==> src/rtl/task_6_pkg.sv <==
// task_6 shared types: input FSM states, packet size type, defaults.
// Exports DATA_WIDTH_DEFAULT, size_t, task_input_enum and len_ok().
package task_6_pkg;

  localparam int DATA_WIDTH_DEFAULT = 8;
  localparam int SIZE_W = 12;

  typedef logic [SIZE_W-1:0] size_t;

  localparam size_t SIZE_MAX = '1;

  typedef enum logic [1:0] {
    S_IDLE,
    S_RECV,
    S_DRAIN,
    S_FLUSH
  } task_input_enum;

  function automatic logic len_ok(
    input size_t cnt,
    input size_t size,
    input logic  ovf,
    input size_t depth
  );
    return (cnt == size) && (size != '0) &&
           (size <= depth) && !ovf;
  endfunction

endpackage

==> src/rtl/task_6_in_fifo.sv <==
// Register-based show-ahead FIFO: i_wr_en/i_wr_data in, o_head/o_head_next out,
// i_rd_en pops, i_clr empties; o_full/o_empty/o_count report occupancy.
module task_6_in_fifo #(
  parameter int DATA_WIDTH = 8,
  parameter int DEPTH      = 16
) (
  input  logic                      i_clk,
  input  logic                      i_rst_n,
  input  logic                      i_clr,
  input  logic                      i_wr_en,
  input  logic [DATA_WIDTH-1:0]     i_wr_data,
  input  logic                      i_rd_en,
  output logic [DATA_WIDTH-1:0]     o_head,
  output logic [DATA_WIDTH-1:0]     o_head_next,
  output logic                      o_full,
  output logic                      o_empty,
  output logic [$clog2(DEPTH):0]    o_count
);

  localparam int AW = $clog2(DEPTH);

  logic [DATA_WIDTH-1:0] mem_q [DEPTH];
  logic [AW:0]           wr_ptr_q, wr_ptr_d;
  logic [AW:0]           rd_ptr_q, rd_ptr_d;
  logic [AW-1:0]         rd_idx_next;
  logic                  do_wr, do_rd;

  assign o_full  = (wr_ptr_q[AW] != rd_ptr_q[AW]) &&
                   (wr_ptr_q[AW-1:0] == rd_ptr_q[AW-1:0]);
  assign o_empty = (wr_ptr_q == rd_ptr_q);
  assign o_count = wr_ptr_q - rd_ptr_q;

  // A write wins over a pop in the same cycle.
  assign do_wr = i_wr_en && !o_full;
  assign do_rd = i_rd_en && !o_empty && !i_wr_en;

  assign rd_idx_next = rd_ptr_q[AW-1:0] + AW'(1);
  assign o_head      = mem_q[rd_ptr_q[AW-1:0]];
  assign o_head_next = mem_q[rd_idx_next];

  always_comb begin
    wr_ptr_d = wr_ptr_q;
    rd_ptr_d = rd_ptr_q;
    if (i_clr) begin
      wr_ptr_d = '0;
      rd_ptr_d = '0;
    end else begin
      if (do_wr) wr_ptr_d = wr_ptr_q + (AW+1)'(1);
      if (do_rd) rd_ptr_d = rd_ptr_q + (AW+1)'(1);
    end
  end

  always_ff @(posedge i_clk or negedge i_rst_n) begin
    if (!i_rst_n) begin
      wr_ptr_q <= '0;
      rd_ptr_q <= '0;
    end else begin
      wr_ptr_q <= wr_ptr_d;
      rd_ptr_q <= rd_ptr_d;
    end
  end

  always_ff @(posedge i_clk) begin
    if (do_wr && !i_clr)
      mem_q[wr_ptr_q[AW-1:0]] <= i_wr_data;
  end

  a_no_wr_rd: assert property (
    @(posedge i_clk) disable iff (!i_rst_n)
    !(i_wr_en && i_rd_en)
  );

endmodule

==> src/rtl/task_6_in.sv <==
// Packet input stage: collects manager beats, length-checks, drains to core.
// Manager side i_tmanager_valid/i_tdata/i_tdata_last; core side o_data/o_data_valid.
module task_6_in
  import task_6_pkg::*;
#(
  parameter int DATA_WIDTH = DATA_WIDTH_DEFAULT,
  parameter int DEPTH      = 16
) (
  input  logic                  i_clk,
  input  logic                  i_rst_n,
  input  logic                  i_tmanager_valid,
  input  logic [DATA_WIDTH-1:0] i_tdata,
  input  logic                  i_tdata_last,
  input  size_t                 i_packet_size_in_bytes,
  output logic                  o_tmanager_ready,
  input  logic                  i_core_ready,
  output logic [DATA_WIDTH-1:0] o_data,
  output logic                  o_data_valid,
  output logic                  o_input_last,
  output logic                  o_busy,
  output logic                  o_err_len
);

  localparam int    AW       = $clog2(DEPTH);
  localparam size_t DEPTH_SZ = size_t'(DEPTH);

  task_input_enum        state_q, state_d;
  size_t                 size_q, size_d;
  size_t                 cnt_q, cnt_d;
  logic                  ovf_q, ovf_d;
  logic [DATA_WIDTH-1:0] data_q, data_d;
  logic                  valid_q, valid_d;
  logic                  last_q, last_d;
  logic                  err_q, err_d;

  logic                  accept;
  logic                  chk_len;
  logic                  wr_en, rd_en, clr;
  logic [DATA_WIDTH-1:0] fifo_head, fifo_head_next;
  logic                  fifo_full, fifo_empty;
  logic [AW:0]           fifo_count;

  assign o_tmanager_ready = (state_q == S_IDLE) ||
                            (state_q == S_RECV);
  assign accept       = i_tmanager_valid && o_tmanager_ready;
  assign o_busy       = (state_q != S_IDLE);
  assign o_data       = data_q;
  assign o_data_valid = valid_q;
  assign o_input_last = last_q;
  assign o_err_len    = err_q;

  always_comb begin
    state_d = state_q;
    size_d  = size_q;
    cnt_d   = cnt_q;
    ovf_d   = ovf_q;
    data_d  = data_q;
    valid_d = valid_q;
    last_d  = last_q;
    err_d   = 1'b0;
    wr_en   = 1'b0;
    rd_en   = 1'b0;
    clr     = 1'b0;
    chk_len = 1'b0;

    unique case (state_q)
      S_IDLE: begin
        if (accept) begin
          size_d  = i_packet_size_in_bytes;
          cnt_d   = size_t'(1);
          ovf_d   = 1'b0;
          wr_en   = 1'b1;
          state_d = S_RECV;
          chk_len = i_tdata_last;
        end
      end
      S_RECV: begin
        if (accept) begin
          wr_en   = !fifo_full;
          ovf_d   = ovf_q | fifo_full;
          cnt_d   = (cnt_q == SIZE_MAX) ? cnt_q
                  : cnt_q + size_t'(1);
          chk_len = i_tdata_last;
        end
      end
      S_DRAIN: begin
        rd_en = valid_q && i_core_ready;
        if (rd_en) begin
          if (fifo_count == (AW+1)'(1)) begin
            valid_d = 1'b0;
            last_d  = 1'b0;
            state_d = S_IDLE;
          end else begin
            data_d  = fifo_head_next;
            last_d  = (fifo_count == (AW+1)'(2));
          end
        end
      end
      S_FLUSH: begin
        clr     = 1'b1;
        state_d = S_IDLE;
      end
      default: state_d = S_IDLE;
    endcase

    // The first word is registered on the same edge the last beat
    // is accepted; a single-beat packet has not reached the buffer
    // yet, so its word comes straight from i_tdata.
    if (chk_len) begin
      if (len_ok(cnt_d, size_d, ovf_d, DEPTH_SZ)) begin
        state_d = S_DRAIN;
        valid_d = 1'b1;
        last_d  = (size_d == size_t'(1));
        data_d  = (state_q == S_IDLE) ? i_tdata : fifo_head;
      end else begin
        state_d = S_FLUSH;
        err_d   = 1'b1;
      end
    end
  end

  always_ff @(posedge i_clk or negedge i_rst_n) begin
    if (!i_rst_n) begin
      state_q <= S_IDLE;
      size_q  <= '0;
      cnt_q   <= '0;
      ovf_q   <= 1'b0;
      data_q  <= '0;
      valid_q <= 1'b0;
      last_q  <= 1'b0;
      err_q   <= 1'b0;
    end else begin
      state_q <= state_d;
      size_q  <= size_d;
      cnt_q   <= cnt_d;
      ovf_q   <= ovf_d;
      data_q  <= data_d;
      valid_q <= valid_d;
      last_q  <= last_d;
      err_q   <= err_d;
    end
  end

  task_6_in_fifo #(
    .DATA_WIDTH (DATA_WIDTH),
    .DEPTH      (DEPTH)
  ) u_fifo (
    .i_clk       (i_clk),
    .i_rst_n     (i_rst_n),
    .i_clr       (clr),
    .i_wr_en     (wr_en),
    .i_wr_data   (i_tdata),
    .i_rd_en     (rd_en),
    .o_head      (fifo_head),
    .o_head_next (fifo_head_next),
    .o_full      (fifo_full),
    .o_empty     (fifo_empty),
    .o_count     (fifo_count)
  );

endmodule

==> config.mk <==
export PLATFORM = sky130hd
export DESIGN_NAME = task_6_in
export DESIGN_NICKNAME = d
export VERILOG_FILES = /design/src/rtl/task_6_pkg.sv /design/src/rtl/task_6_in_fifo.sv /design/src/rtl/task_6_in.sv
export SDC_FILE = /design/constraint.sdc
export NUM_CORES = 1
export LEC_CHECK = 0
export ABC_CLOCK_PERIOD_IN_PS = 9500
export CAP_MARGIN = 20
export CORE_ASPECT_RATIO = 0.9
export CORE_MARGIN = 4
export CORE_UTILIZATION = 40
export DETAILED_ROUTE_END_ITERATION = 16
export HOLD_SLACK_MARGIN = 0.05
export PLACE_DENSITY_LB_ADDON = 0.08
export SYNTH_ARGS = -nofsm -noshare
export SYNTH_HDL_FRONTEND = slang
export SYNTH_SLANG_ARGS = --single-unit
export TNS_END_PERCENT = 50
==> constraint.sdc <==
create_clock -name i_clk -period 9.5 [get_ports i_clk]
set_clock_uncertainty 0.1 [all_clocks]
set_input_delay 1.9 -clock i_clk [delete_from_list [all_inputs] [get_ports i_clk]]
set_output_delay 1.9 -clock i_clk [all_outputs]
set_load 0.02 [all_outputs]
==> impl_results.md <==
- I/O pins: 38
- Fillers: about 1,900
- Post-synthesis sequential area ratio: 0.565
- Root buffer cell: clkbuf_16
- GRT Total Usage: 0.191
- Synth Area in XOR/XNOR: 0.0167
- First-pass GRT wire length: 34,200 um
- RSZ-0062 raised after global routing: false
- Via count: ~5,500
- Chip Height: roughly 150 um
- First DRT Iteration DRCs: 597
- Synthesized Nets: 614
- Area growth from synthesis to layout: 15.1%
- Fin nets: around 660
- Synth unique cells: 62
- Vias per cell: 5.88
- CTS tree: done
- Die Area: ~25,000 sq um
- Number of global-route vias before repair: ~5,400
- Synth Area per Inst: 15.4 sq um
- Final core utilization: 0.471
- Max_slew headroom: 0.263
- Num CTS Buffers: 17
- Crit share post-route: 0.521
- Met2 WL post-DR: 10,200 um
- Core area: 21,800 sq um
- Number of flops mapped to enable cells by yosys: 128
- Starting Density: 0.409
- CTS clock-pin slew for the worst setup and hold paths: 0.08 ns
- Pint: roughly 1400 uW
- Sequential share of power: 0.479
- Final setup violation count: 0
- Clk sinks: 176
- Routability Congestion: 0.868
- YS warnings: 0
- Num rows: 51
- PostCTS Resize Cnt: 0
- Setup Crit Path Kind: in -> reg
- Multiplexer share of the synthesized area: 0.244
- Synth area leaders: edfxtp_1, mux4_2, dfrtp_1
- M1 wire length: 10,600 um
- List of most frequent post-synthesis cells: edfxtp_1, mux4_2, dfrtp_1, nor2_1, nand2_1
- Total Neg Setup Slack: 0 ns
- Total grt overflow: 0
- Sw Ratio: 0.308
- Largest family of logic cells by synthesized area: multiplexers
- Run status: finished clean
- Maximum VDD drop: 0.106 mV
- Fin. max-slew vios: 0
- Combinational Power Share: 0.194
- Largest net degree at the start of global routing: 68
- # DRC: 0
- Share of the synthesized area in the top cell type: 0.431
- Clock latency on the worst-skew pair: around 0.44 ns
- Chip Width: about 170 um
- Cell Area, Synth: 8930 sq um
- Worst setup SP type: input port
- WL final: 22,500 um
- Drt wl/cell: 24.2 um
- Worst-margin pin slew: 1.10 ns
- Inserted Diodes: 0
- Adder-cell area share of the yosys netlist: 0.0163
- PortBufs: 37
- CP Capture Type: register
- Post CTS Setup Buffer Count: 0
- Psw: between 600 and 700 uW
- Synth Area in Compound Gates: 0.0397
- Number of synthesized register bits: 176
- First drt pass iteration count: 5
- Clk buf depth: 2
- Main synth FF type: edfxtp_1
- H-tree levels: 4
- Max Used Layer: met4
- Post-synthesis cell count: 578
- Critical Path RT: 9.76 ns
- Ratio of total power to cell area: 198 nW/um^2
- Hold_buf cts: 0
- Simple-Gate Fraction of Synth Area: 0.0947
- CP Max Fanout: 29
- FMAX: between 0.2 and 0.25 GHz
- Initial antenna violation count: 0
- Min Tclk post-route: ~4.9 ns
- Hold Vio Cnt, Final: 0
- Leading area contributor after synthesis: edfxtp_1
- DP Wirelength: roughly 14,000 um
- Routed Antenna Nets: 0
- Count leader, synth: edfxtp_1
- Wire length on met3: about 1500 um
- Pleak: 0.00355 uW
- Hold WC Path Type: reg -> reg
- Async SR Flop Fraction: 0.273
- Layout cells sized above 1: 0.235
- Clk network pwr share: 0.328
- Crit path DAT: 5.20 ns
- Total of max-cap violations: 0
[sequential cells by signal (all words and copies together), names as in the netlist, 2 cells and up]
signal           cells
cnt_q               12
u_fifo.mem_q       128
size_q              12
u_fifo.rd_ptr_q      5
o_data               8
u_fifo.wr_ptr_q      5
state_q              2
[layout by cell type, fill, tap and decap left out, types with 5 or more instances in the layout]
cell type,Yosys,routed
dfrtp_1,48,46
xnor2_1,13,13
a31oi_1,5,5
ha_1,10,10
buf_4,2,20
nand2_1,41,41
nor3_1,16,16
mux2i_1,35,35
clkdlybuf4s50_1,0,36
nand4_1,6,6
clkbuf_16,0,17
nand2b_1,9,9
nor4_1,10,10
edfxtp_1,128,128
a21oi_1,8,8
mux4_2,80,80
nor2_1,48,48
inv_1,13,13
nand3_1,10,10
[power by group through the flow]
stage                     logic (uW)  clock network (uW)  registers, uW
final                            393                 665            972
after detailed placement         388                   0            987
after global placement           383                   0            983
after floorplan                  289                   0            953
after CTS                        390                 679            971
after global routing             432                 714            980
[path summary, 6_finish.rpt]
path / from / endpoint / slack (ns) / depth (start not counted)
worst max-delay path: i_tmanager_valid / o_data[6] / 4.55 / 12
worst min-delay path: size_q[6] / size_q[6] / 0.46 / 2
worst max register to register: u_fifo.rd_ptr_q[1] / u_fifo.mem_q[15][6] / 5.61 / 9
worst min register to register: size_q[6] / size_q[6] / 0.46 / 2
max in group asynchronous: i_rst_n / u_fifo.rd_ptr_q[0] / 7.27 / 2
min in group asynchronous: i_rst_n / size_q[6] / 1.48 / 2
[cell families (layout without fill, tap and decap cells)]
group / after synthesis / in the layout
mux: 117 / 117
xor+xnor: 17 / 17
flops: 176 / 176
simple gates: 166 / 166
fa+ha+maj: 11 / 11
buf+inv: 47 / 108
compound gates: 44 / 44
[per-stage QoR]
step                instances  total power [uW]  cell area [sq um]  setup slack [ns]  hold WS (ns)
floorplan                 578              1240               8930              5.26         0.384
global placement          894              1370               9660              4.22         0.431
detailed placement        894              1370               9660              4.09         0.436
CTS                       926              2040              10200              4.56         0.456
global route              930              2130              10300              4.35         0.488
finish                    930              2030              10300              4.55         0.458
[per-layer routing]
layer,track usage,vias to the layer above
met5,0.0124,-
met4,0.0470,0
met3,0.0457,19
met2,0.279,193
met1,0.288,2855
li1,-,2398
[cell type report]
class / count / area [sq um] / share of cell area
multi-input cells: 355 / 3670 / 0.358
inverters: 15 / 56.3 / 0.00548
clock inverters: 15 / 124 / 0.0121
clock buffers: 17 / 425 / 0.0414
well taps: 291 / 364 / 0.0354
repair buffers: 61 / 577 / 0.0562
flip-flops and latches: 176 / 5050 / 0.492
[worst max-delay path, cell delays in order]
cell             delay, ns
clkdlybuf4s50_1       0.58
nor3b_4               0.21
buf_4                 0.35
mux2i_1               0.32
clkinv_1              0.19
xnor2_1               0.16
a2111o_1              0.33
a2111oi_4             0.22
o2111ai_2             0.22
nor4_4                0.16
buf_4                 0.31
mux2i_1               0.22
Note: power is estimated with default switching activity, not from simulation.
